==> src/rtl/fifo_wr_arbiter.sv <==
// Round-robin arbiter sharing the single fifo2 write port among NREQ producers.
// Grants one requester at a time for bursts of up to BURST words, stalls on wfull.
module fifo_wr_arbiter #(
  parameter int unsigned DSIZE = 8,
  parameter int unsigned NREQ  = 4,
  parameter int unsigned BURST = 4,
  localparam int unsigned IDW  = $clog2(NREQ)
) (
  input  logic                  wclk,
  input  logic                  wrst,
  input  logic [NREQ-1:0]       req_valid,
  input  logic [NREQ*DSIZE-1:0] req_data,
  output logic [NREQ-1:0]       req_ready,
  input  logic                  wfull,
  output logic [DSIZE-1:0]      wdata,
  output logic                  winc,
  output logic [IDW-1:0]        grant_id,
  output logic                  busy
);

  localparam int unsigned CW = $clog2(BURST) + 1;

  typedef enum logic {IDLE = 1'b0, GRANT = 1'b1} state_t;

  state_t          state, state_d;
  logic [IDW-1:0]  grant_d;
  logic [IDW-1:0]  rr_ptr, rr_d;
  logic [CW-1:0]   beat_cnt, beat_d;
  logic [IDW-1:0]  pick;
  logic            pick_found;

  // Round-robin search starting just after the last served requester
  always_comb begin
    int idx;
    logic [IDW-1:0] idx_w;
    pick_found = 1'b0;
    pick       = '0;
    idx        = 0;
    idx_w      = '0;
    for (int k = 1; k <= int'(NREQ); k++) begin
      idx = int'(rr_ptr) + k;
      if (idx >= int'(NREQ)) idx = idx - int'(NREQ);
      idx_w = IDW'(idx);
      if (!pick_found && req_valid[idx_w]) begin
        pick_found = 1'b1;
        pick       = idx_w;
      end
    end
  end

  always_ff @(posedge wclk or posedge wrst) begin
    if (wrst) begin
      state    <= IDLE;
      grant_id <= '0;
      rr_ptr   <= IDW'(NREQ - 1);
      beat_cnt <= '0;
    end else begin
      state    <= state_d;
      grant_id <= grant_d;
      rr_ptr   <= rr_d;
      beat_cnt <= beat_d;
    end
  end

  // Next state plus the write-port outputs, which follow the registered state
  always_comb begin
    state_d   = state;
    grant_d   = grant_id;
    rr_d      = rr_ptr;
    beat_d    = beat_cnt;
    req_ready = '0;
    winc      = 1'b0;
    wdata     = '0;
    case (state)
      IDLE: begin
        if (pick_found) begin
          grant_d = pick;
          beat_d  = '0;
          state_d = GRANT;
        end
      end
      GRANT: begin
        req_ready[grant_id] = ~wfull;
        if (req_valid[grant_id] && !wfull) begin
          winc   = 1'b1;
          wdata  = req_data[int'(grant_id)*int'(DSIZE) +: DSIZE];
          beat_d = beat_cnt + CW'(1);
          if (beat_cnt == CW'(BURST - 1)) begin
            state_d = IDLE;
            rr_d    = grant_id;
          end
        end else if (!req_valid[grant_id]) begin
          state_d = IDLE;
          rr_d    = grant_id;
        end
      end
      default: state_d = IDLE;
    endcase
  end

  assign busy = (state == GRANT);

endmodule

==> config.mk <==
export PLATFORM = sky130hd
export DESIGN_NAME = fifo_wr_arbiter
export DESIGN_NICKNAME = d
export VERILOG_FILES = /design/src/rtl/fifo_wr_arbiter.sv
export SDC_FILE = /design/constraint.sdc
export NUM_CORES = 1
export LEC_CHECK = 0
export BUFFER_PORTS_ARGS = -buffer_cell sky130_fd_sc_hd__buf_2
export CAP_MARGIN = 20
export CELL_PAD_IN_SITES_DETAIL_PLACEMENT = 1
export CELL_PAD_IN_SITES_GLOBAL_PLACEMENT = 1
export CORE_MARGIN = 2
export CORE_UTILIZATION = 32
export CTS_BUF_LIST = sky130_fd_sc_hd__clkbuf_4 sky130_fd_sc_hd__clkbuf_8
export CTS_CLUSTER_SIZE = 16
export DETAILED_ROUTE_END_ITERATION = 10
export PLACE_DENSITY = 0.86
export SKIP_LAST_GASP = 1
export SLEW_MARGIN = 20
export SYNTH_ARGS = -nofsm -noshare
export SYNTH_HDL_FRONTEND = slang
export SYNTH_SLANG_ARGS = --single-unit
==> constraint.sdc <==
create_clock -name wclk -period 5 [get_ports wclk]
set_input_delay 1 -clock wclk [delete_from_list [all_inputs] [get_ports wclk]]
set_output_delay 1 -clock wclk [all_outputs]
set_load 0.01 [all_outputs]
==> metrics.txt <==
status complete, no violations; Critical Path AT 2.11 ns; root buf cell clkbuf_4; ys async rst share 100%; drt pass-1 iters 4; Synth Flop Type dfrtp_1; clock slew at reported path FFs 0.05 ns; Cell variety after synth 30; number of max-cap violations 0; pwr dens 452 nW/um2; H-tree depth 1; core box area 2410 um2; final setup fails 0; clock latency on the worst-skew pair 0.25 ns; startpoint types flop; Post-DP HPWL 1.87 mm; Final min period 3.11 ns; WS Path Type flop to primary output; Slew @ Worst Pin 0.685 ns; Area Growth Syn to Fin 38.1%; RSZ-0062 raised after global routing no; largest net degree at the start of global routing 17; RD Place Congestion 0.678; post-placement cell count 156; number of synthesized flops with an enable pin 0; Mean Syn Cell Area 10.3 um2; CTS tree done; Total GRT Usage 17.0%; Clock Skew 0.00237 ns; synthesized instance count 77; initial antenna violation count 0; First DRT Iteration DRCs 10; vias in the first global route 848; Worst slew margin 54.3%; max frequency 0.322 GHz; Synth top area share 18.9%; FILL cells 290; most common library cells after synthesis and3_1 (9), dfrtp_1 (6), nor2_1 (6); worst min-delay path category flop to flop; CP max stage cell dfrtp_1; Final Slew Violations 0; clock buffer count from CTS 3; Ant. Diodes 0; most frequent cell after synthesis and3_1; crit share post-route 62.1%; Fin Setup TNS 0 ns; CP max FO 16; Clock Path Buffers 2; drt drc 0; Leakage 0.588 nW; endpoints failing hold 0; row count 18; Starting Density 33.0%; die area 2900 um2; sequential area share after synthesis 25.5%; post-CTS setup buffers 0; post-cts repair resize count 0; Worst path max stage delay 0.78 ns; Final Util 45.5%; DRT Wirelength 2.28 mm; Buf/Inv on CP 1; critical path data required time 4.00 ns; cell taking the most area after synthesis dfrtp_1; mapped cell area 795 um2; synth top area cells dfrtp_1 (19%), mux4_2 (14%), mux4_1 (13%), and3_1 (7.1%), dfstp_2 (6.6%); wire length per cell 14.4 um; Synth Net Count 118; first-pass GRT wire length 3.58 mm; io pins 55; nets@finish 172; Synth Register Bits 8; Max VDD drop 0.286 mV; Worst Setup End Kind primary output; share of cells above drive strength 1 52.7%; global route total overflow 0; final std cells w/o fill 159; total number of yosys warnings 0; worst path cell trace mux4_2, and3_1, buf_2; Clock Sinks 8; die width 53.8 um; delay-heaviest family, CP flip-flops; overall die height 53.8 um; port bufs 54; # hold bufs at CTS 0; Vias/cell 5.34; via count 849; antenna-violating nets left 0
## metrics by stage
step	setup WS [ns]	cell area [um2]	power, mW	hold WS [ns]
floorplan	2.13	795	0.371	0.487
global placement	1.94	1070	0.442	0.503
detailed placement	1.91	1070	0.455	0.513
CTS	1.87	1100	0.504	0.524
global route	1.78	1100	0.545	0.573
finish	1.89	1100	0.496	0.523
## layout by cell type (no fill, tap or decap)
cell / count
a21o_1: 2
a21oi_1: 3
a21oi_2: 1
a221o_1: 1
a32o_1: 1
a41oi_1: 1
and2_4: 1
and3_1: 9
and3b_1: 1
buf_2: 54
clkbuf_4: 3
dfrtp_1: 6
dfstp_2: 2
ha_1: 2
inv_1: 4
mux2_2: 2
mux4_1: 4
mux4_2: 5
nand2_1: 4
nand2b_1: 3
nand3_1: 1
nor2_1: 6
nor2b_1: 3
nor4_1: 2
o21ai_0: 4
o22a_1: 1
o22ai_1: 1
o31ai_1: 1
or4_1: 1
## registers in the layout, indices dropped and copies added (netlist names)
name      cells
beat_cnt      3
grant_id      2
busy          1
rr_ptr        2
## worst paths after layout
path | start | endpoint | slack, ns | depth (start not counted)
min in group asynchronous | wrst | grant_id[0] | 0.68 | 2
setup reg to reg | grant_id[0] | beat_cnt[1] | 2.80 | 3
setup / recovery | grant_id[0] | wdata[4] | 1.89 | 3
hold reg to reg | beat_cnt[2] | beat_cnt[2] | 0.52 | 1
max in group asynchronous | wrst | rr_ptr[1] | 4.05 | 2
hold / removal | beat_cnt[2] | beat_cnt[2] | 0.52 | 1
## power by group
group          total (mW)  switching [mW]  internal, mW
Clock              0.0481          0.0207        0.0274
Combinational       0.281           0.118         0.163
Sequential          0.167          0.0670         0.100
Total               0.496           0.205         0.290
## logic make-up (layout without fill, tap and decap cells)
logic type	count (synthesis)	in the layout	synth area share, %
DFF	8	8	25.5
muxes	11	11	30.2
buffers and inverters	9	61	5.35
AOI/OAI and AO/OA	16	16	13.9
adders and majority gates	2	2	3.15
and+or+nand+nor	31	31	21.9
## cell type report
cell class	instances	area (um2)	area share (%)
Multi-Input combinational cell	60	549	50.1
Timing Repair Buffer	54	270	24.6
Sequential cell	8	203	18.5
Tap cell	30	37.5	3.42
Clock buffer	3	22.5	2.05
Inverter	4	15.0	1.37
## layer usage
metal	vias to the layer above	part of all wire, %	track usage (%)
met5	-	0	0
met1	405	43	20.3
met4	0	1.3	8.12
met2	34	48	29.1
met3	4	7.0	3.33
li1	406	-	-
No activity file was read; power rests on OpenSTA's default activity.
